--- src/rtl/dp3_cell_sequencer.sv ---
// Raster-order walker for the 3D alignment DP cube; issues one cell at a time to the shared cell datapath.
// Optional macro DP3_BEST_TRACK_EN adds best-score/coordinate tracking for local alignment.
module dp3_cell_sequencer #(
    parameter int unsigned DIM_W   = 8,
    parameter int unsigned SCORE_W = 12,
    parameter int unsigned ADDR_W  = 24
) (
    input  logic                      clk,
    input  logic                      rst_n,
    input  logic                      start,
    input  logic                      abort,
    input  logic [DIM_W-1:0]          len_x,
    input  logic [DIM_W-1:0]          len_y,
    input  logic [DIM_W-1:0]          len_z,
    output logic                      busy,
    output logic                      done,
    output logic                      cell_valid,
    input  logic                      cell_ready,
    output logic [DIM_W-1:0]          cell_i,
    output logic [DIM_W-1:0]          cell_j,
    output logic [DIM_W-1:0]          cell_k,
    output logic [2:0]                cell_bnd,
    output logic [ADDR_W-1:0]         cell_addr,
    output logic                      cell_last,
    input  logic                      res_valid,
    input  logic signed [SCORE_W-1:0] res_score,
    output logic signed [SCORE_W-1:0] final_score
`ifdef DP3_BEST_TRACK_EN
    ,
    output logic signed [SCORE_W-1:0] best_score,
    output logic [DIM_W-1:0]          best_i,
    output logic [DIM_W-1:0]          best_j,
    output logic [DIM_W-1:0]          best_k
`endif
);

    typedef enum logic [1:0] {IDLE, ISSUE, WAIT, FIN} state_t;

    state_t                      state_q, state_d;
    logic [DIM_W-1:0]            lx_q, ly_q, lz_q, lx_d, ly_d, lz_d;
    logic [DIM_W-1:0]            i_d, j_d, k_d;
    logic [ADDR_W-1:0]           addr_d;
    logic [2:0]                  bnd_d;
    logic                        last_d, upd;
    logic                        busy_d, done_d, valid_d;
    logic signed [SCORE_W-1:0]   fin_d;
`ifdef DP3_BEST_TRACK_EN
    logic signed [SCORE_W-1:0]   best_score_d;
    logic [DIM_W-1:0]            best_i_d, best_j_d, best_k_d;
`endif

    // Next-state, counter advance and output decode
    always_comb begin
        state_d = state_q;
        lx_d    = lx_q;
        ly_d    = ly_q;
        lz_d    = lz_q;
        i_d     = cell_i;
        j_d     = cell_j;
        k_d     = cell_k;
        addr_d  = cell_addr;
        bnd_d   = cell_bnd;
        last_d  = cell_last;
        fin_d   = final_score;
        upd     = 1'b0;
`ifdef DP3_BEST_TRACK_EN
        best_score_d = best_score;
        best_i_d     = best_i;
        best_j_d     = best_j;
        best_k_d     = best_k;
`endif
        case (state_q)
            IDLE: begin
                if (start && !abort) begin
                    lx_d    = len_x;
                    ly_d    = len_y;
                    lz_d    = len_z;
                    i_d     = '0;
                    j_d     = '0;
                    k_d     = '0;
                    addr_d  = '0;
                    fin_d   = '0;
                    upd     = 1'b1;
                    state_d = ISSUE;
`ifdef DP3_BEST_TRACK_EN
                    best_score_d = {1'b1, {(SCORE_W-1){1'b0}}};
                    best_i_d     = '0;
                    best_j_d     = '0;
                    best_k_d     = '0;
`endif
                end
            end
            ISSUE: begin
                if (abort)           state_d = IDLE;
                else if (cell_ready) state_d = WAIT;
            end
            WAIT: begin
                if (abort) begin
                    state_d = IDLE;
                end else if (res_valid) begin
`ifdef DP3_BEST_TRACK_EN
                    if (res_score > best_score) begin
                        best_score_d = res_score;
                        best_i_d     = cell_i;
                        best_j_d     = cell_j;
                        best_k_d     = cell_k;
                    end
`endif
                    if (cell_last) begin
                        fin_d   = res_score;
                        state_d = FIN;
                    end else begin
                        // k fastest, then j, then i
                        if (cell_k < lz_q) begin
                            k_d = cell_k + DIM_W'(1);
                        end else begin
                            k_d = '0;
                            if (cell_j < ly_q) begin
                                j_d = cell_j + DIM_W'(1);
                            end else begin
                                j_d = '0;
                                i_d = cell_i + DIM_W'(1);
                            end
                        end
                        addr_d  = cell_addr + ADDR_W'(1);
                        upd     = 1'b1;
                        state_d = ISSUE;
                    end
                end
            end
            FIN:     state_d = IDLE;
            default: state_d = IDLE;
        endcase

        if (upd) begin
            bnd_d  = {i_d == '0, j_d == '0, k_d == '0};
            last_d = (i_d == lx_d) && (j_d == ly_d) && (k_d == lz_d);
        end

        busy_d  = (state_d != IDLE);
        done_d  = (state_d == FIN);
        valid_d = (state_d == ISSUE);
    end

    // State and registered outputs
    always_ff @(posedge clk or negedge rst_n) begin
        if (!rst_n) begin
            state_q     <= IDLE;
            lx_q        <= '0;
            ly_q        <= '0;
            lz_q        <= '0;
            cell_i      <= '0;
            cell_j      <= '0;
            cell_k      <= '0;
            cell_addr   <= '0;
            cell_bnd    <= '0;
            cell_last   <= 1'b0;
            cell_valid  <= 1'b0;
            busy        <= 1'b0;
            done        <= 1'b0;
            final_score <= '0;
`ifdef DP3_BEST_TRACK_EN
            best_score  <= '0;
            best_i      <= '0;
            best_j      <= '0;
            best_k      <= '0;
`endif
        end else begin
            state_q     <= state_d;
            lx_q        <= lx_d;
            ly_q        <= ly_d;
            lz_q        <= lz_d;
            cell_i      <= i_d;
            cell_j      <= j_d;
            cell_k      <= k_d;
            cell_addr   <= addr_d;
            cell_bnd    <= bnd_d;
            cell_last   <= last_d;
            cell_valid  <= valid_d;
            busy        <= busy_d;
            done        <= done_d;
            final_score <= fin_d;
`ifdef DP3_BEST_TRACK_EN
            best_score  <= best_score_d;
            best_i      <= best_i_d;
            best_j      <= best_j_d;
            best_k      <= best_k_d;
`endif
        end
    end

endmodule
--- config.mk ---
export PLATFORM = sky130hd
export DESIGN_NAME = dp3_cell_sequencer
export DESIGN_NICKNAME = d
export VERILOG_FILES = /design/src/rtl/dp3_cell_sequencer.sv
export SDC_FILE = /design/constraint.sdc
export NUM_CORES = 1
export LEC_CHECK = 0
export CORE_MARGIN = 2
export CORE_UTILIZATION = 56
export DETAILED_ROUTE_END_ITERATION = 10
export GPL_TIMING_DRIVEN = 0
export PLACE_DENSITY = 0.95
export SYNTH_ARGS = -nofsm -noshare
export SYNTH_HDL_FRONTEND = slang
export SYNTH_SLANG_ARGS = --single-unit
export TNS_END_PERCENT = 50
--- constraint.sdc ---
create_clock -name clk -period 4.6 [get_ports clk]
set_input_delay 0.46 -clock clk [delete_from_list [all_inputs] [get_ports clk]]
set_output_delay 0.46 -clock clk [all_outputs]
set_load 0.02 [all_outputs]
# --- Word level (Yosys, flattened, before mapping) ---
# Index checks and enable logic that the tools add are counted.
totals:
  regBits: 93
  inputBits: 42
  out_inout_bits: 67
  word_cells: 93
op_classes:
  n_addsub: 4
  magnitude_cmp: 2
  n_eq_ne: 13
  muxes: 48
  n_reduce_logical: 12
op_table:
  columns: ["op", "count"]
  rows:
  - ["two-way mux 8 bit", 23]
  - ["two-way mux 24 bit", 4]
  - ["two-way mux 12 bit", 4]
  - ["case mux 24 bit (2 select lines)", 1]
  - ["case mux 8 bit (2 select lines)", 3]
  - ["adder 24 x 1 -> 24 bit, second input constant", 1]
  - ["adder 8 x 1 -> 8 bit, second input constant", 3]
  - ["equality test 8 bit", 3]
  - ["logical NOT 8 bit", 3]
  - ["case mux 12 bit (2 select lines)", 1]
  - ["less-than comparator 8 bit", 2]
  - ["two-way mux 2 bit", 6]
  - ["inequality test 2 bit, second input constant", 5]
  - ["AND reduction 5 bit", 2]
  - ["case mux 2 bit (4 select lines)", 1]
  - ["equality test 2 bit, second input constant", 3]
  - ["equality test 2 x 1 -> 1 bit, second input constant", 2]
  - ["two-way mux 1 bit", 4]
  - ["nonzero test 2 bit", 2]
  - ["logical AND 1 bit", 3]
  - ["logical NOT 2 bit", 1]
  - ["case mux 1 bit (2 select lines)", 1]
  - ["logical NOT 1 bit", 1]

# --- Longest topological paths before layout ---
# Gate-level depths: netlist (run 1).
logic_depth:
  word_depth: 10
  mapped_depth: 12
  mapped_depth_nobuf: 11

# --- Least setup slack after synthesis (run 1) ---
# Ideal clock, no wire load.
synth_timing:
  kind: "register to register"
  from: "register cell_k[1]"
  to: "register cell_last"
  setup_ns: 0.068
  arrival_ns: 3.088
  required_ns: 4.532
  setup_slack_ns: 1.444
  path_stages_with_launch: 11
  path_buffers: 1
  period_less_slack_ns: 3.156
  cell_sequence: "dfrtp_1 ha_1 a2111o_1 a211o_1 clkbuf_1 nand4_1 nor3_1 or4_1 or4_1 nor4_2 a32o_1"
synth_between:
  elab_chain_len: 9
  word_cells_on_any_way: 23
  classes_between: "add/sub: 1; order compare: 1; eq/ne: 3; mux: 16; reduce/logical: 2"
synth_lines:
  columns: ["item", "line", "source"]
  rows:
  - ["from (decl)", "21", "output logic [DIM_W-1:0] cell_k,"]
  - ["from (signal assigned)", "175", "cell_k <= k_d;"]
  - ["less-than comparator 8 bit", "114", "if (cell_k < lz_q) begin"]
  - ["two-way mux 8 bit", "114", null]
  - ["two-way mux 8 bit", "109", "if (cell_last) begin"]
  - ["two-way mux 8 bit", "100", "end else if (res_valid) begin"]
  - ["two-way mux 8 bit", "98", "if (abort) begin"]
  - ["case mux 8 bit (2 select lines)", "72", "case (state_q)"]
  - ["equality test 8 bit", "137", "last_d = (i_d == lx_d) && (j_d == ly_d) && (k_d == lz_d);"]
  - ["logical AND 1 bit", "137", null]
  - ["logical AND 1 bit (*)", "137", null]
  - ["to (signal assigned)", "178", "cell_last <= last_d;"]
  - ["to (decl)", "24", "output logic cell_last,"]
# Mark *: on every way between the ends. The rest lies on a longest branch, timed or not.
# A chain may end at the register's enable or synchronous reset.

# --- Worst setup path after layout (run 1) ---
layout_timing:
  from: "register cell_k[5]"
  to: "register cell_last"
# The elaborated chain is that of the path after synthesis.

==> results of run 1 <==
==> flip-flops by register name, summed over array words and instances, names as in the netlist, 2 cells and up <==
register,cells
state_q,2
cell_k,8
lz_q,8
ly_q,8
lx_q,8
cell_addr,24
cell_i,8
cell_j,8
final_score,12
cell_bnd,3
==> routing by layer <==
metal,up-vias,part of all wire,global-route usage
met5,-,0,0
met4,0,0.038,0.140
met3,45,0.081,0.0599
met2,261,0.48,0.495
met1,2368,0.41,0.394
li1,2299,-,-
==> stage by stage <==
step | area [µm²] | total power, mW | hold slack, ns
6_report | 6600 | 1.79 | 0.0275
3_3_place_gp | 6400 | 1.26 | 0.466
2_1_floorplan | 5180 | 1.12 | 0.164
4_1_cts | 6600 | 1.79 | 0.0442
5_1_grt | 6600 | 1.87 | 0.0625
3_5_place_dp | 6420 | 1.27 | 0.442
==> worst max-delay path, stage by stage, from the launching register on <==
cell and delay, ns:
dfrtp_1 0.48, ha_1 0.35, a211oi_1 0.38, o31ai_1 0.20, a311oi_1 1.00, a221oi_1 0.33, a21oi_1 0.23, o2111ai_1 0.11
or4_1 0.45, nor4_2 0.18, a32o_1 0.20
==> final timing paths <==
check | end | slack, ns | depth (start not counted)
max | cell_last | 0.61 | 10
min | cell_bnd[0] | 0.03 | 1
max reg2reg | cell_last | 0.61 | 10
min reg2reg | final_score[1] | 0.49 | 2
max in group asynchronous | cell_i[0] | 3.93 | 2
min in group clk | final_score[1] | 0.49 | 2
==> logic make-up (layout without fill, tap and decap cells) <==
group	Yosys count	in the layout	synth area share
fa+ha+maj	18	18	0.0435
flops	93	93	0.449
buf+inv	60	185	0.0459
simple gates	247	247	0.227
xor+xnor	32	32	0.0541
compound gates	121	121	0.152
mux	14	14	0.0278
==> Yosys cell counts, types with 2 or more instances <==
| cell type | count | share of area |
|---|---|---|
| nor3_1 | 16 | 0.015 |
| a32o_1 | 3 | 0.0058 |
| a31oi_1 | 5 | 0.0060 |
| xnor2_1 | 14 | 0.024 |
| a32oi_1 | 2 | 0.0034 |
| nand2b_1 | 6 | 0.0073 |
| nand3_1 | 16 | 0.015 |
| a2111o_1 | 2 | 0.0043 |
| xor2_1 | 18 | 0.030 |
| dfrtp_1 | 93 | 0.45 |
| nor2b_1 | 5 | 0.0060 |
| mux2_2 | 3 | 0.0065 |
| o21ai_0 | 48 | 0.046 |
| inv_1 | 37 | 0.027 |
| a211oi_1 | 6 | 0.0087 |
| mux2i_1 | 11 | 0.021 |
| a22o_1 | 5 | 0.0085 |
| nand2_1 | 109 | 0.079 |
| a311o_1 | 3 | 0.0058 |
| or4_1 | 3 | 0.0043 |
| or3_1 | 10 | 0.012 |
| ha_1 | 18 | 0.044 |
| clkbuf_1 | 16 | 0.012 |
| a211o_1 | 2 | 0.0034 |
| o21bai_1 | 4 | 0.0058 |
| a21oi_1 | 16 | 0.015 |
| o211ai_1 | 4 | 0.0058 |
| o22ai_1 | 2 | 0.0024 |
| nor3b_1 | 2 | 0.0029 |
| o2111ai_1 | 2 | 0.0034 |
| nor2_1 | 42 | 0.030 |
| o31ai_1 | 6 | 0.0087 |
| nand4_1 | 17 | 0.021 |
| and3_1 | 8 | 0.0097 |
| a21o_1 | 3 | 0.0043 |
| nor4_1 | 4 | 0.0048 |
| buf_1 | 4 | 0.0029 |
==> area by class of cell <==
type,count,area share
Buffer,23,0.0150
Clock buffer,9,0.0188
Multi-Input combinational cell,432,0.396
Sequential cell,93,0.353
Tap cell,111,0.0210
Inverter,37,0.0210
Timing Repair Buffer,109,0.168
Clock inverter,7,0.00834
==> power by group through the flow <==
stage	sequential, mW	clock, mW	combinational (mW)
2_1_floorplan	0.926	0	0.190
3_3_place_gp	0.913	0	0.345
3_5_place_dp	0.915	0	0.360
4_1_cts	0.899	0.526	0.363
5_1_grt	0.906	0.569	0.399
6_report	0.899	0.521	0.366
==> cells in the final DEF (no fill, tap or decap), types with 8 or more instances in the layout <==
master | netlist | routed
a21oi_1 | 16 | 16
and3_1 | 8 | 8
clkbuf_1 | 16 | 16
clkbuf_8 | 0 | 9
clkdlybuf4s50_1 | 0 | 107
dfrtp_1 | 93 | 93
ha_1 | 18 | 18
inv_1 | 37 | 37
mux2i_1 | 11 | 11
nand2_1 | 109 | 109
nand3_1 | 16 | 16
nand4_1 | 17 | 17
nor2_1 | 42 | 42
nor3_1 | 16 | 16
o21ai_0 | 48 | 48
or3_1 | 10 | 10
xnor2_1 | 14 | 14
xor2_1 | 18 | 18
==> impl_metrics.toml, run 1 <==
[run_status]
status = "finished, final reports clean"

[cells_and_area]
drive_gt1_frac = 0.0408
layout.nets = 765
antennaDiodeCount = 0
postLayoutCoreUtil = 0.725
final_cells = 821
multi_input_area_um2 = 2610
area_delta_synth_final_pct = 27.5
seq_area_um2 = 2330
fillCellCount = 676

[worst_setup_path]
crit_path_end_kind = "flip-flop"
crit_fanout = 8
crit_required_ns = 4.92
r2r_start = "cell_k[5]"
crit_type = "flip-flop to flip-flop"
startpoint_type = "flip-flop"
arrival_ns = 4.30
crit_start = "cell_k[5]"

[timing]
period_needed_ns = 3.99
finClkSkew_ns = 0.0184
worst_pin_slew_ns = 1.22
fin_ws_ns = 0.612
maxSlewViolCount = 0
max_freq_mhz = 251
relSlewSlack = 0.178
fin_crit_sh = 0.867
hold_viol = 0
rsz0062_at_grt = "no"
final.setup.tns_ns = 0
setup_viol = 0

[routing]
drt_iter0_drc = 379
postRouteAntennaNets = 0
num_vias = 4973
wl_per_cell_um = 17.8
first_pass_iters = 6
remaining_drc_errors = 0
vias_per_cell = 6.06
drt-total-wl_um = 14600

[yosys]
synth-seq-cells = 93
syn-num-nets = 645
synth.distinct_cells = 57
synthFlopType = "dfrtp_1"
avgSynthCellArea_um2 = 8.85
yosys_warnings = 0
synth_area_um2 = 5180
ys_seq_area_frac = 0.449
synth_edf_count = 0
syn_inst = 585
synthArstFlopShare = 1.00

[pwr]
vdd_ir_drop_max_uv = 196
p_sw_frac = 0.314
p_per_area_nw_per_um2 = 271
leakagePower_nw = 2.91
p_int_mw = 1.23
p_sw_mw = 0.560
power_frac_seq = 0.503
clkPwrFrac = 0.292
p_comb_frac = 0.205

[cts]
cts_tree = "built"
cts_max_level = 3
clk_pin_slew_ns = 0.10
cts_buffer_depth = 2
clk_latency_ns = 0.38
cts_sinks = 93
post_cts_resize_count = 0
root_buffer = "clkbuf_8"
cts_hold_buf = 0
cts_setup_buffers = 0
cts_inserted_buffers = 9

[placement]
place_congestion = 0.922
io_buffers = 108
post-place-ws_ns = 0.567
dp_cells = 805
dp_hpwl_um = 11000

[floorplanning]
start_util = 0.568
io_pins = 109
fp.dieH_um = 100
dieArea_um2 = 10000
rows = 35
core_um2 = 9110
die_x_um = 100

[min_path]
hold_class = "input pin to asynchronous set/reset pin"

[global_routing]
grt-ovfl-total = 0
grt_max_degree = 62
antenna_found_initial = 0
grt_pass1_wl_um = 24000
grt_pass1_vias = 4936
grt.total_usage = 0.304

[run]
cap_violations = 0
No activity file was read; power rests on OpenSTA's default activity.
==> run 2, diff against run 1 <==
--- a/config.mk
+++ b/config.mk
@@ -6,10 +6,10 @@
 export NUM_CORES = 1
 export LEC_CHECK = 0
 export CORE_MARGIN = 2
-export CORE_UTILIZATION = 56
+export CORE_UTILIZATION = 55
 export DETAILED_ROUTE_END_ITERATION = 10
 export GPL_TIMING_DRIVEN = 0
-export PLACE_DENSITY = 0.95
+export PLACE_DENSITY = 0.94
 export SYNTH_ARGS = -nofsm -noshare
 export SYNTH_HDL_FRONTEND = slang
 export SYNTH_SLANG_ARGS = --single-unit
==> run 2 against run 1 <==
Effect of this change:
- flip-flop and latch count is the same
- sequential share of layout area shrank 0.17 points
- fmax grew 0.44%
- power grew 1.5%
- highest routed layer unchanged
- worst hold slack gained 0.47 ns
- critical path depth grew 1
- routed wire length grew 0.67%
- sequential power is essentially flat
==> impl_metrics.toml, run 2 (synthesized netlist as in run 1, its figures left out) <==
[global_routing]
grt_pass1_vias = 4885
grt.total_usage = 0.300
grt-ovfl-total = 0
grt_pass1_wl_um = 23900
grt_max_degree = 70
antenna_found_initial = 0

[timing]
max_freq_mhz = 252
relSlewSlack = 0.347
finClkSkew_ns = 0.0231
setup_viol = 0
maxSlewViolCount = 0
period_needed_ns = 3.97
final.setup.tns_ns = 0
rsz0062_at_grt = "no"
fin_crit_sh = 0.863
whs_ns = 0.494
worst_pin_slew_ns = 0.974
hold_viol = 0

[cells_and_area]
drive_gt1_frac = 0.0408
area_delta_synth_final_pct = 28.1
mostFrequentLayoutCells = "nand2_1 (109), clkdlybuf4s50_1 (107), dfrtp_1 (93)"
final_common_cell = "nand2_1"
antennaDiodeCount = 0
regMostFlops = "cell_addr"
layout.nets = 766
top_regs = "cell_addr: 24 flops, final_score: 12 flops"
largest_reg_flops = 24

[routing]
num_vias = 5011
vias_per_cell = 6.10
remaining_drc_errors = 0
wl_per_cell_um = 17.9
drt_iter0_drc = 467
first_pass_iters = 5
drt-total-wl_um = 14700
postRouteAntennaNets = 0

[worst_setup_path]
startpoint_type = "flip-flop"
crit_required_ns = 4.93
crit_path_end_kind = "flip-flop"
arrival_ns = 4.30
crit_fanout = 10
crit_type = "flip-flop to flip-flop"

[pwr]
vdd_ir_drop_max_uv = 163
p_per_area_nw_per_um2 = 273
leakagePower_nw = 2.92

[cts]
cts_inserted_buffers = 9
cts_sinks = 93
cts_setup_buffers = 0
root_buffer = "clkbuf_8"
cts_buffer_depth = 2
post_cts_resize_count = 0
clk_latency_ns = 0.39
cts_tree = "built"
clk_pin_slew_ns = 0.11
cts_max_level = 3

[placement]
io_buffers = 108
dp_hpwl_um = 11000
place_congestion = 0.918

[floorplanning]
start_util = 0.563
fp.dieH_um = 101
rows = 35
die_x_um = 101
dieArea_um2 = 10200
core_um2 = 9200
io_pins = 109

[run_status]
status = "finished, final reports clean"

[run]
cap_violations = 0

[min_path]
hold_class = "flip-flop to flip-flop"
==> run 2: cell count changes in the layout (fill, tap and decap cells not counted) <==
cell	delta
clkinv_2	-2
clkinv_4	+2
clkinv_8	+2
dlygate4sd3_1	+1
inv_6	-2
==> run 2: critical path, stage by stage (launching register included) <==
cell and delay [ns]:
dfrtp_1 0.46, ha_1 0.36, a211oi_1 0.27, o21ai_0 0.18, a211oi_1 0.75, clkbuf_1 0.46
a21oi_1 0.12, o211ai_1 0.42, xnor2_1 0.17, nand4_1 0.20, nor4_2 0.32, a32o_1 0.20
==> run 2: layout make-up <==
cell class	instances	area (µm²)
inverter	37	139
clock inverter	7	77.6
sequential	93	2330
fill	660	2560
tap	111	139
timing repair buffer	110	1120
buffer	23	98.8
multi-input combinational	432	2610
clock buffer	9	124
==> run 2: repair_timing <==
| action | in CTS | in global routing |
|---|---|---|
| setup endpoints to repair | 0 | 0 |
| hold endpoints to repair | 24 | 0 |
| hold buffers | 1 | 0 |
==> run 2: through the flow <==
step	setup slack, ns	std cells	util	power [mW]	area [µm²]
detailed placement	0.639	805	0.698	1.28	6420
global route	0.366	822	0.721	1.89	6630
floorplan	1.44	585	-	1.12	5180
finish	0.629	822	0.721	1.81	6630
global placement	-0.199	804	0.696	1.26	6400
CTS	0.688	822	0.721	1.82	6630
==> run 2: final timing paths <==
path | startpoint | endpoint | slack (ns) | cells past startpoint
worst max-delay path | cell_j[2] | cell_last | 0.63 | 11
min in group asynchronous | rst_n | cell_bnd[0] | 0.53 | 2
worst max register to register | cell_j[2] | cell_last | 0.63 | 11
max in group asynchronous | rst_n | lz_q[0] | 3.42 | 3
worst min-delay path | final_score[1] | final_score[1] | 0.49 | 2
worst min register to register | final_score[1] | final_score[1] | 0.49 | 2
==> run 2: power by group <==
| group | leakage (nW) | internal (mW) | switching (mW) |
|---|---|---|---|
| logic | 1.58 | 0.149 | 0.217 |
| clock network | 0.0975 | 0.213 | 0.334 |
| registers | 1.24 | 0.874 | 0.0268 |
| total | 2.92 | 1.24 | 0.578 |
==> run 2: metal layers <==
metal,track usage,share of wire,wire length [µm]
met1,0.382,0.40,5840
met2,0.486,0.48,7020
met3,0.0680,0.085,1250
met4,0.147,0.041,606
met5,0,0,0
